--- src/rtl/fetch_align_pkg.sv ---
// Shared CPU package: instruction length encodings, dec_instr byte field
// positions and the opcode-length / instruction-packing helpers used by both
// fetch alignment and decode.
package fetch_align_pkg;

  localparam int ADDR_W  = 16;
  localparam int INSTR_W = 24;

  // Byte field positions inside the packed {opcode, byte2, byte3} word.
  localparam int INSTR_OP_LSB = 16;
  localparam int INSTR_B2_LSB = 8;
  localparam int INSTR_B3_LSB = 0;

  typedef logic [1:0] ilen_t;
  localparam ilen_t ILEN_1 = 2'd1;
  localparam ilen_t ILEN_2 = 2'd2;
  localparam ilen_t ILEN_3 = 2'd3;

  // Instruction length from the opcode byte alone.
  function automatic ilen_t opcode_len(input logic [7:0] op);
    ilen_t len;
    len = ILEN_1;
    if (op[7:6] == 2'b00 && op[3:0] == 4'b0001) begin
      len = ILEN_3;                                   // LXI rp
    end else if (op == 8'h22 || op == 8'h2A || op == 8'h32 || op == 8'h3A ||
                 op == 8'hC3 || op == 8'hCD) begin
      len = ILEN_3;                                   // SHLD/LHLD/STA/LDA/JMP/CALL
    end else if (op[7:6] == 2'b11 && (op[2:0] == 3'b010 || op[2:0] == 3'b100)) begin
      len = ILEN_3;                                   // Jccc / Cccc
    end else if (op[7:6] == 2'b00 && op[2:0] == 3'b110) begin
      len = ILEN_2;                                   // MVI
    end else if (op[7:6] == 2'b11 && op[2:0] == 3'b110) begin
      len = ILEN_2;                                   // ALU immediate C6..FE
    end else if (op == 8'hD3 || op == 8'hDB) begin
      len = ILEN_2;                                   // OUT / IN
    end
    return len;
  endfunction

  // Pack instruction bytes, zeroing bytes beyond the instruction length.
  function automatic logic [INSTR_W-1:0] pack_instr(input logic [7:0] op,
                                                    input logic [7:0] b2,
                                                    input logic [7:0] b3,
                                                    input ilen_t      len);
    logic [INSTR_W-1:0] w;
    w = '0;
    w[INSTR_OP_LSB +: 8] = op;
    if (len >= ILEN_2) w[INSTR_B2_LSB +: 8] = b2;
    if (len == ILEN_3) w[INSTR_B3_LSB +: 8] = b3;
    return w;
  endfunction

endpackage

--- src/rtl/fetch_align_byte_queue.sv ---
// byte_queue: circular byte FIFO, pushes exactly 2 bytes, pops 1-3 bytes.
// Ports: clk/rst, flush_i, push_i/push_dat_i ([15:8] enters first),
//        pop_i/pop_len_i, count_o, peek0_o..peek2_o (head, head+1, head+2).
module byte_queue
  import fetch_align_pkg::*;
#(
  parameter  int DEPTH = 8,
  localparam int PW    = $clog2(DEPTH),
  localparam int CW    = $clog2(DEPTH + 1)
) (
  input  logic          clk,
  input  logic          rst,
  input  logic          flush_i,
  input  logic          push_i,
  input  logic [15:0]   push_dat_i,
  input  logic          pop_i,
  input  ilen_t         pop_len_i,
  output logic [CW-1:0] count_o,
  output logic [7:0]    peek0_o,
  output logic [7:0]    peek1_o,
  output logic [7:0]    peek2_o
);

  logic [7:0]    mem_q [DEPTH];
  logic [PW-1:0] head_q, head_d;
  logic [PW-1:0] tail_q, tail_d;
  logic [CW-1:0] count_q, count_d;

  // Pointer advance modulo DEPTH; DEPTH need not be a power of two.
  function automatic logic [PW-1:0] wrap_add(input logic [PW-1:0] p, input logic [1:0] k);
    logic [PW:0] s;
    s = {1'b0, p} + {{(PW-1){1'b0}}, k};
    if (s >= (PW+1)'(DEPTH)) s = s - (PW+1)'(DEPTH);
    return s[PW-1:0];
  endfunction

  always_comb begin
    head_d  = head_q;
    tail_d  = tail_q;
    count_d = count_q;
    if (flush_i) begin
      head_d  = '0;
      tail_d  = '0;
      count_d = '0;
    end else begin
      if (push_i) begin
        tail_d  = wrap_add(tail_q, 2'd2);
        count_d = count_d + CW'(2);
      end
      if (pop_i) begin
        head_d  = wrap_add(head_q, pop_len_i);
        count_d = count_d - CW'(pop_len_i);
      end
    end
  end

  always_ff @(posedge clk or posedge rst) begin
    if (rst) begin
      head_q  <= '0;
      tail_q  <= '0;
      count_q <= '0;
      for (int i = 0; i < DEPTH; i++) mem_q[i] <= 8'h00;
    end else begin
      head_q  <= head_d;
      tail_q  <= tail_d;
      count_q <= count_d;
      if (push_i && !flush_i) begin
        mem_q[tail_q]                 <= push_dat_i[15:8];
        mem_q[wrap_add(tail_q, 2'd1)] <= push_dat_i[7:0];
      end
    end
  end

  assign count_o = count_q;
  assign peek0_o = mem_q[head_q];
  assign peek1_o = mem_q[wrap_add(head_q, 2'd1)];
  assign peek2_o = mem_q[wrap_add(head_q, 2'd2)];

endmodule

--- src/rtl/fetch_align.sv ---
// fetch_align: turns a 16-bit instruction-memory word stream into aligned
// 1-3 byte instructions for decode, with flush-and-refetch on redirect.
// Ports: clk/rst; imem_req/imem_addr out, imem_rdata in (one-cycle latency);
//        redirect/redirect_pc in; dec_valid/dec_instr/dec_len/dec_pc out, dec_ready in.
module fetch_align
  import fetch_align_pkg::*;
#(
  parameter int QDEPTH = 8
) (
  input  logic               clk,
  input  logic               rst,
  output logic               imem_req,
  output logic [ADDR_W-1:0]  imem_addr,
  input  logic [15:0]        imem_rdata,
  input  logic               redirect,
  input  logic [ADDR_W-1:0]  redirect_pc,
  output logic               dec_valid,
  input  logic               dec_ready,
  output logic [INSTR_W-1:0] dec_instr,
  output logic [1:0]         dec_len,
  output logic [ADDR_W-1:0]  dec_pc
);

  localparam int CW = $clog2(QDEPTH + 1);

  logic [ADDR_W-1:0] fetch_q, fetch_d;
  logic [ADDR_W-1:0] head_pc_q, head_pc_d;
  logic              inflight_q, inflight_d;   // a response arrives this cycle
  logic              redir_q, redir_d;         // previous cycle was a redirect

  logic [CW-1:0] q_count;
  logic [7:0]    q_b0, q_b1, q_b2;
  logic [31:0]   need;
  logic          room;
  logic          xfer;
  logic          push;

  byte_queue #(.DEPTH(QDEPTH)) u_queue (
    .clk        (clk),
    .rst        (rst),
    .flush_i    (redirect),
    .push_i     (push),
    .push_dat_i (imem_rdata),
    .pop_i      (xfer),
    .pop_len_i  (dec_len),
    .count_o    (q_count),
    .peek0_o    (q_b0),
    .peek1_o    (q_b1),
    .peek2_o    (q_b2)
  );

  // Reserve space for the response already on its way plus the new one,
  // so a full queue only ever stalls requests and never drops bytes.
  always_comb begin
    need = 32'(q_count) + (inflight_q ? 32'd4 : 32'd2);
    room = (need <= 32'(QDEPTH));
  end

  assign imem_req  = !rst && !redirect && room;
  assign imem_addr = fetch_q;

  assign dec_len   = opcode_len(q_b0);
  assign dec_valid = !rst && !redir_q && (q_count >= CW'(dec_len));
  assign dec_instr = pack_instr(q_b0, q_b1, q_b2, dec_len);
  assign dec_pc    = head_pc_q;

  // Redirect overrides both the transfer and the push of a returning word.
  assign xfer = dec_valid && dec_ready && !redirect;
  assign push = inflight_q && !redirect;

  always_comb begin
    fetch_d    = fetch_q;
    head_pc_d  = head_pc_q;
    inflight_d = imem_req;
    redir_d    = redirect;
    if (redirect) begin
      fetch_d   = redirect_pc;
      head_pc_d = redirect_pc;
    end else begin
      if (imem_req) fetch_d   = fetch_q + 16'd2;
      if (xfer)     head_pc_d = head_pc_q + 16'(dec_len);
    end
  end

  always_ff @(posedge clk or posedge rst) begin
    if (rst) begin
      fetch_q    <= '0;
      head_pc_q  <= '0;
      inflight_q <= 1'b0;
      redir_q    <= 1'b0;
    end else begin
      fetch_q    <= fetch_d;
      head_pc_q  <= head_pc_d;
      inflight_q <= inflight_d;
      redir_q    <= redir_d;
    end
  end

endmodule
--- config.mk ---
export PLATFORM = sky130hd
export DESIGN_NAME = fetch_align
export DESIGN_NICKNAME = d
export VERILOG_FILES = /design/src/rtl/fetch_align_pkg.sv /design/src/rtl/fetch_align_byte_queue.sv /design/src/rtl/fetch_align.sv
export SDC_FILE = /design/constraint.sdc
export NUM_CORES = 1
export LEC_CHECK = 0
export BUFFER_PORTS_ARGS = -buffer_cell sky130_fd_sc_hd__buf_2
export CORE_ASPECT_RATIO = 0.5
export CORE_MARGIN = 1
export CORE_UTILIZATION = 65
export CTS_BUF_LIST = sky130_fd_sc_hd__clkbuf_8
export DETAILED_ROUTE_END_ITERATION = 10
export GPL_ROUTABILITY_DRIVEN = 0
export PLACE_DENSITY = 0.95
export SYNTH_ARGS = -nofsm -noshare
export SYNTH_HDL_FRONTEND = slang
export SYNTH_HIERARCHICAL = 1
export SYNTH_SLANG_ARGS = --single-unit
--- constraint.sdc ---
create_clock -name clk -period 7.3 [get_ports clk]
set_input_delay 1.46 -clock clk [delete_from_list [all_inputs] [get_ports clk]]
set_output_delay 1.46 -clock clk [all_outputs]
set_load 0.03 [all_outputs]
# After elaboration in Yosys (flattened, before gate mapping)
# Cells that the tools add are included.
[word_totals] register_bits=108 inputBits=36 out_inout_bits=60 word_cells=134
[op_classes] addsub=15 n_lt_le_gt_ge=15 n_eq_ne=14 mux=42 n_bitwise=5 n_reduce_logical=28
[ops] cell="$bwmux 64" n=2
[ops] cell="$mux 8" n=10
[ops] cell="$bmux 8 s3" n=3
[ops] cell="$mux 16" n=4
[ops] cell="$demux 8 s3" n=2
[ops] cell="$ge 4x4->1 const B" n=10
[ops] cell="$mux 3" n=11
[ops] cell="$eq 8x6->1 const B" n=4
[ops] cell="$eq 8x8->1 const B" n=4
[ops] cell="$not 3->4" n=5
[ops] cell="$add 16x2->16" n=1
[ops] cell="$add 16x2->16 const B" n=1
[ops] cell="$mux 4" n=4
[ops] cell="$sub 3x1->3 const B" n=5
[ops] cell="$logic_and 1x1->1" n=14
[ops] cell="$mux 2" n=6
[ops] cell="$add 3x1->4 const B" n=2
[ops] cell="$add 3x2->4 const B" n=2
[ops] cell="$lt 4x1->1 const B" n=2
[ops] cell="$logic_or 1x1->1" n=7
[ops] cell="$eq 3x3->1 const B" n=2
[ops] cell="$reduce_bool 2->1" n=3
[ops] cell="$add 4x3->5" n=1
[ops] cell="$le 5x4->1 const B" n=1
[ops] cell="other kinds (10)" n=13

# Logic depth before layout (Yosys ltp)
# Gate-level depths: netlist of run 1.
[depth] depth_word=18 mapped_depth=19 ltp_nobuf=14

# Modules after synthesis
# Netlist of run 1, hierarchy kept.
[by_module_without_submodules] module="byte_queue" n_inst=1 cells_each=380 area_each_um2=4386.7 seq_area_each_um2=1826.8
[by_module_without_submodules] module="fetch_align" n_inst=1 cells_each=283 area_each_um2=2454.9 seq_area_each_um2=850.8

# Worst setup path after synthesis of run 1
# No wires, ideal clock.
[synth_path] kind="register to output" startpoint="register u_queue.head_q[0]" endpoint="output dec_valid" arrival_time_ns=3.718 t_required_ns=5.840 path_slack_ns=2.122 path_stages_with_launch=15 path_buffers=3 path_cell_list="dfrtp_1 -> buf_6 -> buf_4 -> mux4_2 -> nor2_1 -> nor2_1 -> clkbuf_1 -> or3b_1 -> a211oi_1 -> o21bai_1 -> and2_1 -> ha_1 -> inv_1 -> o21a_1 -> nor2_1"
[synth_via] elab_chain_cells=14
[synth_rtl] element="start, declared" line_no="fetch_align_byte_queue.sv:25" text="logic [PW-1:0] head_q, head_d;"
[synth_rtl] element="start signal, assigned" line_no="fetch_align_byte_queue.sv:59" text="head_q <= '0;"
[synth_rtl] element="start signal, assigned" line_no="fetch_align_byte_queue.sv:64" text="head_q <= head_d;"
[synth_rtl] element="$not 3->4 (not written as such) *" line_no="fetch_align_byte_queue.sv:75" text="assign peek0_o = mem_q[head_q];"
[synth_rtl] element="$bmux 8 s3 *" line_no="fetch_align_byte_queue.sv:75"
[synth_rtl] element="$mux 8 (not written as such) * (2 in series)" line_no="fetch_align_byte_queue.sv:75"
[synth_rtl] element="via dec_instr[17]" line_no="fetch_align.sv:19" text="output logic [INSTR_W-1:0] dec_instr,"
[synth_rtl] element="$eq 8x8->1 or $eq 8x6->1 (tied branches)" line_no="fetch_align_pkg.sv:34, fetch_align_pkg.sv:25"
[synth_rtl] element="$logic_or 1x1->1, on equally long branches" line_no="fetch_align_pkg.sv:34, fetch_align_pkg.sv:25"
[synth_rtl] element="$mux 2 or $logic_or 1x1->1 (tied branches)" line_no="fetch_align_pkg.sv:34, fetch_align_pkg.sv:25"
[synth_rtl] element="$mux 2 or $logic_or 1x1->1 (tied branches)" line_no="fetch_align_pkg.sv:32, fetch_align_pkg.sv:25"
[synth_rtl] element="$mux 2 or $logic_or 1x1->1 (tied branches)" line_no="fetch_align_pkg.sv:30, fetch_align_pkg.sv:25"
[synth_rtl] element="$mux 2 or $logic_or 1x1->1 (tied branches)" line_no="fetch_align_pkg.sv:28, fetch_align_pkg.sv:26"
[synth_rtl] element="$mux 2" line_no="fetch_align_pkg.sv:25" text="end else if (op == 8'h22 || op == 8'h2A || op == 8'h32 || op == 8'h3A ||"
[synth_rtl] element="$mux 2 *" line_no="fetch_align_pkg.sv:23" text="if (op[7:6] == 2'b00 && op[3:0] == 4'b0001) begin"
[synth_rtl] element="$ge 4x2->1 *" line_no="fetch_align.sv:63" text="assign dec_valid = !rst && !redir_q && (q_count >= CW'(dec_len));"
[synth_rtl] element="$logic_and 1x1->1 *" line_no="fetch_align.sv:63"
[synth_rtl] element="end, declared" line_no="fetch_align.sv:17" text="output logic dec_valid,"
# The timed path passes the listed nets; every way through them passes the cells marked *. The select of a mux whose other input is x is not followed.

# Worst setup path in the final report of run 1
[layout_path] startpoint="register u_queue.head_q[0]" endpoint="output dec_valid"
[layout_via] elab_chain_cells=14
[layout_rtl] element="$not 3->4 (not written as such) *" line_no="fetch_align_byte_queue.sv:75"
[layout_rtl] element="$bmux 8 s3 *" line_no="fetch_align_byte_queue.sv:75"
[layout_rtl] element="$mux 8 (not written as such) * (2 in series)" line_no="fetch_align_byte_queue.sv:75"
[layout_rtl] element="$eq 8x8->1 or $eq 8x6->1 (tied branches)" line_no="fetch_align_pkg.sv:34, fetch_align_pkg.sv:25"
[layout_rtl] element="$logic_or 1x1->1, on equally long branches" line_no="fetch_align_pkg.sv:34, fetch_align_pkg.sv:25"
[layout_rtl] element="$mux 2 or $logic_or 1x1->1 (tied branches)" line_no="fetch_align_pkg.sv:34, fetch_align_pkg.sv:25"
[layout_rtl] element="$mux 2 or $logic_or 1x1->1 (tied branches)" line_no="fetch_align_pkg.sv:32, fetch_align_pkg.sv:25"
[layout_rtl] element="$mux 2 or $logic_or 1x1->1 (tied branches)" line_no="fetch_align_pkg.sv:30, fetch_align_pkg.sv:25"
[layout_rtl] element="$mux 2 or $logic_or 1x1->1 (tied branches)" line_no="fetch_align_pkg.sv:28, fetch_align_pkg.sv:26"
[layout_rtl] element="$mux 2" line_no="fetch_align_pkg.sv:25"
[layout_rtl] element="$mux 2 *" line_no="fetch_align_pkg.sv:23"
[layout_rtl] element="$ge 4x2->1 *" line_no="fetch_align.sv:63"
[layout_rtl] element="$logic_and 1x1->1 *" line_no="fetch_align.sv:63"
# Mark *: on every way between the ends. The rest lies on a longest branch, timed or not. The select of a mux whose other input is x is not followed.

==> results by group, run 1 <==
Power and ir drop
  • Leakage power: 0.003271 µW
  • Power Density: 222.3 nW/µm²
  • Max VDD drop: 0.1165 mV

Global route
  • Initial antenna violation count: 0
  • GRT overflow: 0
  • Largest net degree at the start of global routing: 74
  • Vias in the first global route: 5864
  • GRT Overall Usage: 0.3439
  • First-pass GRT wire length: 28910 µm

Outcome
  • Outcome: completed

STA
  • Final TNS setup: 0 ns
  • Worst-margin pin slew: 1.322 ns
  • Max-slew headroom: 0.1092
  • Min cycle time layout: 6.411 ns
  • Setup violations, final: 0
  • Max-slew violation count: 0
  • Final Cycle Share: 0.8782
  • Clk_skew: 0.01105 ns
  • RSZ-0062 raised after global routing: no
  • Fin. Hold Viols: 0
  • Fmax: 156.0 MHz

Final layout
  • Layout Nets: 792
  • Area Overhead vs Synth: 10.20%
  • Fill count: 676
  • Area of the multi-input gates: 3880 µm²
  • Layout cells sized above 1: 0.2741
  • FF+latch area: 2679 µm²
  • Finished Layout Cells: 877
  • Ant diodes: 0

Clock network
  • Total clock buffers created by CTS: 9
  • Root buffer cell: clkbuf_8
  • Post-CTS setup buffers: 0
  • Clk slew on worst S/H paths: 0.11 ns
  • CTS Buffer Depth: 2
  • CTS Sinks: 107
  • H-tree levels: 3
  • Hold_buf cts: 0
  • Worst skew pair latency: 0.39 ns
  • Resize count post-CTS: 0
  • CTS tree: yes

Worst setup path
  • Critical Path RT: 5.84 ns
  • Critical path arrival: 4.95 ns
  • Reg2reg path depth: 13
  • CP Launch Type: flop
  • R2r setup slk: 2.05 ns
  • Crit Path Max Fanout: 31
  • Critical path endpoint category: output port
  • R2r startpoint: u_queue/head_q[0]
  • Setup crit end: dec_valid
  • Reg2Reg Capture Point: dec_pc[15]
  • Critical path startpoint: u_queue/head_q[0]
  • Crit Path Class: flop to output port

Synthesis
  • Largest family of logic cells by synthesized area: multiplexers
  • Warnings from Yosys: 6
  • Synth Area in Compound Gates: 0.1205
  • Synth Area in Adders: 0.04828
  • Simple-Gate Fraction of Synth Area: 0.1781
  • Synth top area share: 0.3914
  • Synth area leader: dfrtp_1
  • Post-synth net total: 723
  • Ys async rst share: 1.000
  • Synth unique cells: 58
  • Post-Syn Area: 6842 µm²
  • Mean Syn Cell Area: 10.32 µm²
  • Synth Flop Type: dfrtp_1
  • Largest cells by area after synthesis: dfrtp_1, mux4_2, mux2_2
  • Seq/Total Area, Yosys: 0.3914
  • #FFs+latches synth: 107
  • EDFF count, synth: 0
  • XOR/XNOR Fraction of Synth Area: 0.01262
  • Mux cell area share after synthesis: 0.2076
  • Post-Synthesis Cells: 663

Placement
  • PortBufs: 95
  • Placed Cells: 861
  • Hpwl dp: 12490 µm

Floorplan
  • Std-Cell Rows: 26
  • Height of the chip: 74.55 µm
  • Die width: 147.1 µm
  • Core ar.: 10210 µm²
  • Full die area: 10960 µm²
  • I/O pin cnt: 96
  • Initial Util: 0.6698

Detailed routing
  • Final Routed Wirelength: 18080 µm
  • DRT antenna net count: 0
  • Vias per cell: 6.812
  • DR vias: 5974
  • DRC viols: 0
  • Initial DRC Count: 708
  • DRT Pass-1 Iters: 5
  • WL/cell: 20.62 µm

Min path
  • Hold crit path type: flop to flop
  • WHS Path Cells: 1

Flow run
  • Max cap viols: 0
-- how the worst min path moves through the flow --
stage,startpoint,end,slack [ns]
final,imem_addr[0],imem_addr[0],0.52
after global routing,imem_addr[0],imem_addr[0],0.55
after CTS,u_queue/mem_q[35],u_queue/mem_q[35],0.52
after detailed placement,u_queue/mem_q[38],u_queue/mem_q[38],0.50
after global placement,u_queue/mem_q[32],u_queue/mem_q[32],0.48
after floorplan,u_queue/mem_q[32],u_queue/mem_q[32],0.46
-- through the flow --
stage / cell area (µm²) / total power, µW / hold WS (ns) / utilization / setup WS (ns)
2_1_floorplan: 6842 / 1106 / 0.4579 / - / 2.122
3_3_place_gp: 7330 / 1243 / 0.4802 / 0.7175 / 1.701
3_5_place_dp: 7330 / 1277 / 0.4953 / 0.7175 / 1.375
4_1_cts: 7540 / 1660 / 0.5247 / 0.7381 / 0.9507
5_1_grt: 7540 / 1747 / 0.5505 / 0.7381 / 0.4689
6_report: 7540 / 1676 / 0.5234 / 0.7381 / 0.8890
-- layout make-up --
cell class                      instances  area share
Multi-Input combinational cell        494      0.5146
Sequential cell                       107      0.3553
Timing Repair Buffer                  102     0.07003
Tap cell                              140     0.02323
Clock buffer                           10     0.01825
Clock inverter                          6    0.009625
Inverter                               18    0.008961
-- cells by family (layout without fill, tap and decap cells) --
logic type      after synthesis  count (layout)
simple gates                256             256
compound gates              119             119
flops                       107             107
mux                          86              86
buf+inv                      62             136
fa+ha+maj                    24              24
xor+xnor                      9               9
-- critical path: stages, from the launching register on --
cell and delay [ns]:
dfrtp_2 0.96, buf_4 0.38, mux4_2 0.56, nor2_1 0.12, nor2_1 0.13, or3b_1 0.39
a211oi_1 0.27, o21bai_1 0.14, and2_1 0.17, ha_1 0.19, nor3_1 0.24, o21a_1 0.52
nor2_1 0.24, buf_2 0.24
-- state kept, by name, summed over array words and instances, names as in the netlist --
name and cells:
dec_pc 16, imem_addr 16, inflight_q 1, redir_q 1, u_queue/count_o 4, u_queue/head_q 3, u_queue/mem_q 64, u_queue/tail_q 2
-- Yosys cell counts, types with 3 or more instances --
master and instances:
inv_1 16, o31ai_1 8, nand4_1 13, a311oi_1 16
and4_1 5, a21o_1 3, o31a_1 4, nor3_1 7
buf_2 11, nand2b_1 4, and3_1 8, nor2b_1 9
nand2_1 106, a31oi_1 10, mux2_2 41, a211oi_1 9
clkbuf_1 20, buf_1 7, buf_4 3, and2_1 5
ha_1 20, fa_1 4, dfrtp_1 107, xnor2_1 6
nand3b_1 5, or3_1 5, nand3_1 3, mux2i_1 5
nor2_1 60, o21ai_0 38, mux4_2 38, a21boi_0 18
or4_1 5, nor4_1 11
-- report_power, final --
part	internal (µW)	total (µW)	switching (µW)
Sequential	646	718	72.3
Combinational	203	563	360
Clock	173	394	222
-- per-layer routing --
| layer | wire length [µm] | GRT usage | vias up |
|---|---|---|---|
| met3 | 1968 | 0.07239 | 81 |
| met1 | 6758 | 0.4321 | 2871 |
| met4 | 714 | 0.1787 | 0 |
| met5 | 0 | 0 | - |
| li1 | - | - | 2587 |
| met2 | 8640 | 0.5812 | 435 |
-- layout by cell type, fill, tap and decap left out, types with 9 or more instances in the layout --
| cell type | instances |
|---|---|
| a211oi_1 | 9 |
| o21ai_0 | 38 |
| inv_1 | 15 |
| nor2_1 | 60 |
| dfrtp_1 | 106 |
| a311oi_1 | 16 |
| nand2_1 | 106 |
| a21boi_0 | 18 |
| a31oi_1 | 10 |
| clkbuf_8 | 10 |
| mux2_2 | 41 |
| buf_2 | 95 |
| nor2b_1 | 9 |
| nor4_1 | 11 |
| mux4_2 | 38 |
| ha_1 | 20 |
| nand4_1 | 13 |
No activity file was read; power rests on OpenSTA's default activity.
==> run 2: changes to the inputs <==
--- a/config.mk
+++ b/config.mk
@@ -5,7 +5,7 @@
 export SDC_FILE = /design/constraint.sdc
 export NUM_CORES = 1
 export LEC_CHECK = 0
-export BUFFER_PORTS_ARGS = -buffer_cell sky130_fd_sc_hd__buf_2
+export BUFFER_PORTS_ARGS = -buffer_cell sky130_fd_sc_hd__buf_4
 export CORE_ASPECT_RATIO = 0.5
 export CORE_MARGIN = 1
 export CORE_UTILIZATION = 65
==> run 2 against run 1 <==
Die area did not move. Sequential power barely moved. Design area rose by 2.8%. Via count barely moved. Critical path type unchanged. Setup slack improved by 0.0033 ns. Worst hold slack improved by 0.0036 ns. Wire length fell by 0.94%.
==> results by group, run 2 (synthesis gave the netlist of run 1 again) <==
Floorplan
  • Core ar.: 10210 µm² (unchanged)
  • Full die area: 10960 µm² (unchanged)
  • Std-Cell Rows: 26 (unchanged)
  • Initial Util: 0.6698 (unchanged)
  • Height of the chip: 74.55 µm (unchanged)
  • Die width: 147.1 µm (unchanged)
  • I/O pin cnt: 96 (unchanged)

Clock network
  • CTS Buffer Depth: 2 (unchanged)
  • Hold_buf cts: 0 (unchanged)
  • Root buffer cell: clkbuf_8
  • CTS Sinks: 107 (unchanged)
  • H-tree levels: 3 (unchanged)
  • Clk slew on worst S/H paths: 0.11 ns (about the same)
  • Post-CTS setup buffers: 0 (unchanged)
  • Resize count post-CTS: 0 (unchanged)
  • CTS tree: yes
  • Total clock buffers created by CTS: 9 (unchanged)
  • Worst skew pair latency: 0.39 ns (about the same)

STA
  • Clk_skew: 0.01373 ns (+0.002675 ns)
  • Max-slew headroom: 0.1543 (+0.04511)
  • Max-slew violation count: 0 (unchanged)
  • Final Cycle Share: 0.8778 (about the same)
  • PnR worst setup slack: 0.8922 ns (+0.003269 ns)
  • Fin. Hold Viols: 0 (unchanged)
  • Hold WS: 0.5270 ns (+0.003574 ns)
  • Fmax: 156.1 MHz (about the same)
  • Final TNS setup: 0 ns (unchanged)
  • Setup violations, final: 0 (unchanged)
  • RSZ-0062 raised after global routing: no
  • Min cycle time layout: 6.408 ns (-0.003269 ns)
  • Worst-margin pin slew: 1.255 ns (-0.06695 ns)

Min path
  • Min-delay src: u_queue/mem_q[7]
  • WHS Path Cells: 2 (+1)
  • Hold EP: u_queue/mem_q[7]
  • Hold crit path type: flop to flop

Final layout
  • Layout cells sized above 1: 0.2741 (unchanged)
  • FF+latch area: 2679 µm² (unchanged)
  • Area of the multi-input gates: 3880 µm² (unchanged)
  • Ant diodes: 0 (unchanged)
  • Layout Nets: 792 (unchanged)
  • Fill count: 652 (-3.6%)
  • Max FFs per register: 64 (unchanged)
  • Most frequent cells in the layout: nand2_1, dfrtp_1, buf_4
  • Area Overhead vs Synth: 13.33%
  • Finished Layout Cells: 877 (unchanged)
  • Reg with most FFs: u_queue/mem_q

Detailed routing
  • DRT Pass-1 Iters: 5 (unchanged)
  • WL/cell: 20.42 µm (-0.94%)
  • DRT antenna net count: 0 (unchanged)
  • Final Routed Wirelength: 17910 µm (-0.94%)
  • Vias per cell: 6.813 (about the same)
  • Initial DRC Count: 668 (-5.6%)
  • DRC viols: 0 (unchanged)
  • DR vias: 5975 (+0.017%)

Worst setup path
  • Critical Path Most Common Cell: nor2_1
  • R2r setup slk: 2.18 ns (+0.13 ns)
  • Critical path endpoint category: output port
  • Crit Path Class: flop to output port
  • Crit Path Max Fanout: 36 (+16%)
  • CP Launch Type: flop
  • R2r startpoint: u_queue/head_q[0]
  • Reg2Reg Capture Point: dec_pc[13]
  • Critical path startpoint: u_queue/head_q[0]
  • Reg2reg path depth: 12 (-1)
  • Critical Path RT: 5.84 ns (about the same)
  • Critical path arrival: 4.95 ns (about the same)
  • CP max-delay cell: dfrtp_2
  • Worst-path cell chain: buf_4 -> mux4_2 -> nor2_1 -> nor2_1 -> nor3b_1 -> o21ai_1 -> a21boi_1 -> and2_1 -> ha_1 -> nor3_1 -> o21a_1 -> nor2_1 -> buf_4
  • Worst path max stage delay: 1.02 ns (+0.06 ns)

Global route
  • GRT overflow: 0 (unchanged)
  • GRT Overall Usage: 0.3373 (-0.006600)
  • First-pass GRT wire length: 28120 µm (-2.7%)
  • Initial antenna violation count: 0 (unchanged)
  • Largest net degree at the start of global routing: 74 (unchanged)
  • Vias in the first global route: 5630 (-4.0%)

Placement
  • Hpwl dp: 12150 µm (-2.7%)
  • PortBufs: 95 (unchanged)
  • Placed Cells: 861 (unchanged)
  • Dpl ws: 1.450 ns (+0.07545 ns)

Outcome
  • Outcome: completed

Power and ir drop
  • Power Density: 214.9 nW/µm² (-3.3%)
  • Max VDD drop: 0.1281 mV (+10%)
  • Leakage power: 0.003321 µW (+1.5%)

Flow run
  • Max cap viols: 0 (unchanged)
[run 2: metrics by stage]
stage / power [µW] / utilization / instance area, µm²
finish: 1666 / 0.7591 / 7754
CTS: 1658 / 0.7591 / 7754
global route: 1741 / 0.7591 / 7754
floorplan: 1106 / - / 6842
detailed placement: 1307 / 0.7408 / 7567
global placement: 1278 / 0.7408 / 7567
[run 2: power breakdown]
part           switching (µW)  leakage [µW]  internal, µW
Combinational             359       0.00186           235
Sequential               73.6       0.00137           646
Clock                     216     0.0000904           136
[run 2: routing by layer]
| metal | global-route usage | part of all wire |
|---|---|---|
| met2 | 0.5723 | 0.48 |
| met5 | 0 | 0 |
| met3 | 0.08589 | 0.11 |
| met4 | 0.1833 | 0.042 |
| met1 | 0.4099 | 0.37 |
[run 2: worst max-delay path, delay by kind of cell (launching register included)]
kind | cells | cell delay, ns
muxes | 1 | 0.55
buffers and inverters | 2 | 0.56
AOI/OAI and AO/OA | 3 | 1.03
and+or+nand+nor | 6 | 1.19
DFF | 1 | 1.02
adders and majority gates | 1 | 0.18
[run 2: area by class of cell]
class / count / share of cell area
multi-input combinational: 494 / 0.5004
sequential: 107 / 0.3455
timing repair buffer: 102 / 0.09876
tap: 140 / 0.02259
clock buffer: 10 / 0.01775
inverter: 18 / 0.008714
clock inverter: 6 / 0.006293
[run 2: worst max-delay path by stage]
| stage | end | slack [ns] | cells past startpoint |
|---|---|---|---|
| finish | dec_valid | 0.89 | 13 |
| global route | dec_valid | 0.58 | 13 |
| CTS | dec_valid | 0.94 | 13 |
| detailed placement | dec_valid | 1.45 | 13 |
| global placement | dec_valid | 1.68 | 13 |
| floorplan | dec_valid | 2.12 | 14 |
==> run 3: changes to the inputs <==
--- a/config.mk
+++ b/config.mk
@@ -5,6 +5,7 @@
 export SDC_FILE = /design/constraint.sdc
 export NUM_CORES = 1
 export LEC_CHECK = 0
+export ABC_AREA = 1
 export BUFFER_PORTS_ARGS = -buffer_cell sky130_fd_sc_hd__buf_4
 export CORE_ASPECT_RATIO = 0.5
 export CORE_MARGIN = 1
==> run 3 against run 2 <==
The run now ends with design-rule violations left. Non-clock buffer count shrank 3. Setup slack gained 0.94 ns. Sequential power grew 1%. Worst hold slack lost 0.042 ns. Clock power grew 8.8%. Die area grew 7.2%. Sequential share of layout area shrank 1.8 points. Total power grew 1.6%. Core utilization shrank 1.7 points. Sequential cell count is the same. Largest cell class unchanged. Combinational power shrank 2%.
==> results by group, run 3 <==
Power and ir drop
  • Power Density: 207.0 nW/µm² (-3.7%)
  • Pint: 994.8 µW (-2.2%)
  • Sw Share: 0.4125 (+0.02314)
  • Clock power frac: 0.226 (+0.015)
  • Flop pwr share: 0.431 (about the same)
  • Total chip power: 1693 µW (+1.6%)
  • Leakage power: 0.004106 µW (+24%)
  • Comb pwr share: 0.343 (-0.014)
  • Max VDD drop: 0.1028 mV (-20%)
  • Net Switching: 698.4 µW (+7.7%)

Global route
  • Largest net degree at the start of global routing: 74 (unchanged)
  • Initial antenna violation count: 0 (unchanged)
  • First-pass GRT wire length: 34700 µm (+23%)
  • GRT overflow: 0 (unchanged)
  • Vias in the first global route: 7138 (+27%)
  • GRT Overall Usage: 0.3752 (+0.03784)

Worst setup path
  • Reg2reg path depth: 20 (+8)
  • R2r setup slk: 2.95 ns (+0.77 ns)
  • CP Launch Type: flop
  • Critical path endpoint category: output port
  • Crit Path Class: flop to output port
  • Reg2Reg Capture Point: u_queue/head_q[2]
  • R2r startpoint: u_queue/head_q[0]
  • Critical path arrival: 4.01 ns (-0.94 ns)
  • Crit Path Max Fanout: 51 (+42%)
  • Critical Path RT: 5.84 ns (about the same)

Floorplan
  • Full die area: 11760 µm² (+7.2%)
  • Height of the chip: 77.18 µm (+3.5%)
  • Initial Util: 0.6671 (-0.002649)
  • Die width: 152.4 µm (+3.6%)
  • Core ar.: 11010 µm² (+7.8%)
  • Std-Cell Rows: 27 (+3.8%)
  • I/O pin cnt: 96 (unchanged)

Final layout
  • Most frequent cells in the layout: nand2_1, inv_1, nand3_1
  • Ant diodes: 0 (unchanged)
  • Layout cells sized above 1: 0.1357 (-0.1384)
  • Commonest non-fill, non-tap cell in the layout: nand2_1
  • Max FFs per register: 64 (unchanged)
  • Finished Layout Cells: 1295 (+48%)
  • Reg with most FFs: u_queue/mem_q
  • Final instance area: 8178 µm² (+5.5%)
  • Area Overhead vs Synth: 11.31%
  • Fill count: 816 (+25%)
  • Layout Nets: 1205 (+52%)

Min path
  • Min-delay src: imem_addr[0]
  • Hold crit path type: flop to flop
  • Hold EP: imem_addr[0]
  • WHS Path Cells: 2 (unchanged)

Detailed routing
  • DR vias: 7763 (+30%)
  • Vias per cell: 5.995 (-12%)
  • WL/cell: 16.42 µm (-20%)
  • Initial DRC Count: 1045 (+56%)
  • Final Routed Wirelength: 21260 µm (+19%)
  • DRT Pass-1 Iters: 9 (+4)
  • DRT antenna net count: 0 (unchanged)
  • DRC viols: 11 (+11)

Synthesis
  • Mux cell area share after synthesis: 0 (-0.2076)
  • Simple-Gate Fraction of Synth Area: 0.3672 (+0.1890)
  • Synth Area in Compound Gates: 0.09809 (-0.02243)
  • XOR/XNOR Fraction of Synth Area: 0.01533 (+0.002708)
  • Largest cells by area after synthesis: dfrtp_1, nand2_1, nand3_1
  • Post-Syn Area: 7347 µm² (+7.4%)
  • Warnings from Yosys: 6 (unchanged)
  • Top cells by count, synth: nand2_1, inv_1, nand3_1, dfrtp_1, o21ai_0
  • Most common cell in the synthesized netlist: nand2_1
  • Ys async rst share: 1.000 (unchanged)
  • Synth Area in Adders: 0.04496 (-0.003322)
  • Post-Synthesis Cells: 1077 (+62%)
  • Largest family of logic cells by synthesized area: simple AND/OR/NAND/NOR gates
  • EDFF count, synth: 0 (unchanged)
  • Synth area leader: dfrtp_1
  • Mean Syn Cell Area: 6.822 µm² (-34%)
  • Synth unique cells: 39 (-33%)
  • Post-synth net total: 1137 (+57%)
  • #FFs+latches synth: 107 (unchanged)
  • Synth top area share: 0.3644 (-0.02693)
  • Synth Flop Type: dfrtp_1
  • Seq/Total Area, Yosys: 0.3644 (-0.02693)

Clock network
  • Root buffer cell: clkbuf_8
  • Post-CTS setup buffers: 0 (unchanged)
  • Worst skew pair latency: 0.41 ns (+0.02 ns)
  • Resize count post-CTS: 0 (unchanged)
  • CTS tree: yes
  • Total clock buffers created by CTS: 9 (unchanged)
  • H-tree levels: 3 (unchanged)
  • Hold_buf cts: 0 (unchanged)
  • Clk slew on worst S/H paths: 0.10 ns (about the same)
  • CTS Buffer Depth: 2 (unchanged)
  • CTS Sinks: 107 (unchanged)

Outcome
  • Failing checks: design-rule violations
  • Outcome: finished, violations left

Placement
  • Placed cell area: 7978 µm² (+5.4%)
  • PortBufs: 95 (unchanged)
  • Hpwl dp: 15370 µm (+26%)
  • Placed Cells: 1279 (+49%)
  • Dpl ws: 2.327 ns (+0.8767 ns)

STA
  • PnR worst setup slack: 1.831 ns (+0.9388 ns)
  • Final Cycle Share: 0.7492 (-0.1286)
  • RSZ-0062 raised after global routing: no
  • Fmax: 182.8 MHz (+17%)
  • Max-slew violation count: 0 (unchanged)
  • Fin. Hold Viols: 0 (unchanged)
  • Max-slew headroom: 0.2571 (+0.1028)
  • Final TNS setup: 0 ns (unchanged)
  • Setup violations, final: 0 (unchanged)
  • Min cycle time layout: 5.469 ns (-0.9388 ns)
  • Clk_skew: 0.01832 ns (+0.004597 ns)
  • Worst-margin pin slew: 1.110 ns (-0.1450 ns)

Flow run
  • Max cap viols: 0 (unchanged)
[run 3: layout make-up]
class                   count  area [µm²]  area share
clock inverters             6       62.56    0.007650
clock buffers              10       137.6     0.01683
flip-flops and latches    107        2679      0.3276
multi-input cells         796        3861      0.4722
well taps                 145       181.4     0.02218
inverters                 132       513.0     0.06273
repair buffers             99       743.2     0.09088
[run 3: cells by family (layout without fill, tap and decap cells)]
group                    after synthesis  in the layout
XOR/XNOR                              12             12
adder cells (fa/ha/maj)               24             24
AO/OA/AOI/OAI                        133            133
AND/OR/NAND/NOR                      627            627
buffers and inverters                174            247
flip-flops                           107            107
[run 3: worst max path at each step]
stage                      start        end  cells after the start
4_1_cts        u_queue/head_q[0]  dec_valid                     17
6_report       u_queue/head_q[0]  dec_valid                     17
2_1_floorplan  u_queue/head_q[0]  dec_valid                     18
3_3_place_gp   u_queue/head_q[0]  dec_valid                     17
3_5_place_dp   u_queue/head_q[0]  dec_valid                     17
5_1_grt        u_queue/head_q[0]  dec_valid                     19
[run 3: layer usage]
metal	global-route usage	vias up	part of all wire
met5	0	-	0
met2	0.6000	559	0.45
met3	0.1119	87	0.13
met4	0.1551	0	0.032
li1	-	3553	-
met1	0.4778	3564	0.38
[run 3: power groups by stage]
stage | clock network (µW) | registers [µW] | logic [µW]
3_3_place_gp | 0 | 734 | 541
3_5_place_dp | 0 | 736 | 565
2_1_floorplan | 0 | 764 | 343
5_1_grt | 408 | 737 | 631
4_1_cts | 382 | 725 | 569
6_report | 383 | 729 | 581
[run 3: critical path, stage by stage, from the launching register on]
cell and delay, ns:
dfrtp_2 0.78, buf_4 0.50, o21ai_0 0.22, nand2_1 0.12, nand4_1 0.28, inv_1 0.18
o21ai_0 0.10, nand3b_1 0.09, nand2_1 0.08, nor2_4 0.34, nand2_2 0.17, inv_1 0.09
ha_1 0.22, nand2_1 0.08, nand2_2 0.08, nand2_1 0.06, inv_1 0.04, buf_4 0.16
[run 3: per-stage QoR]
stage | hold slack (ns) | utilization
floorplan | 0.4588 | -
global placement | 0.4700 | 0.7244
detailed placement | 0.4707 | 0.7244
CTS | 0.4939 | 0.7426
global route | 0.5275 | 0.7426
finish | 0.4848 | 0.7426
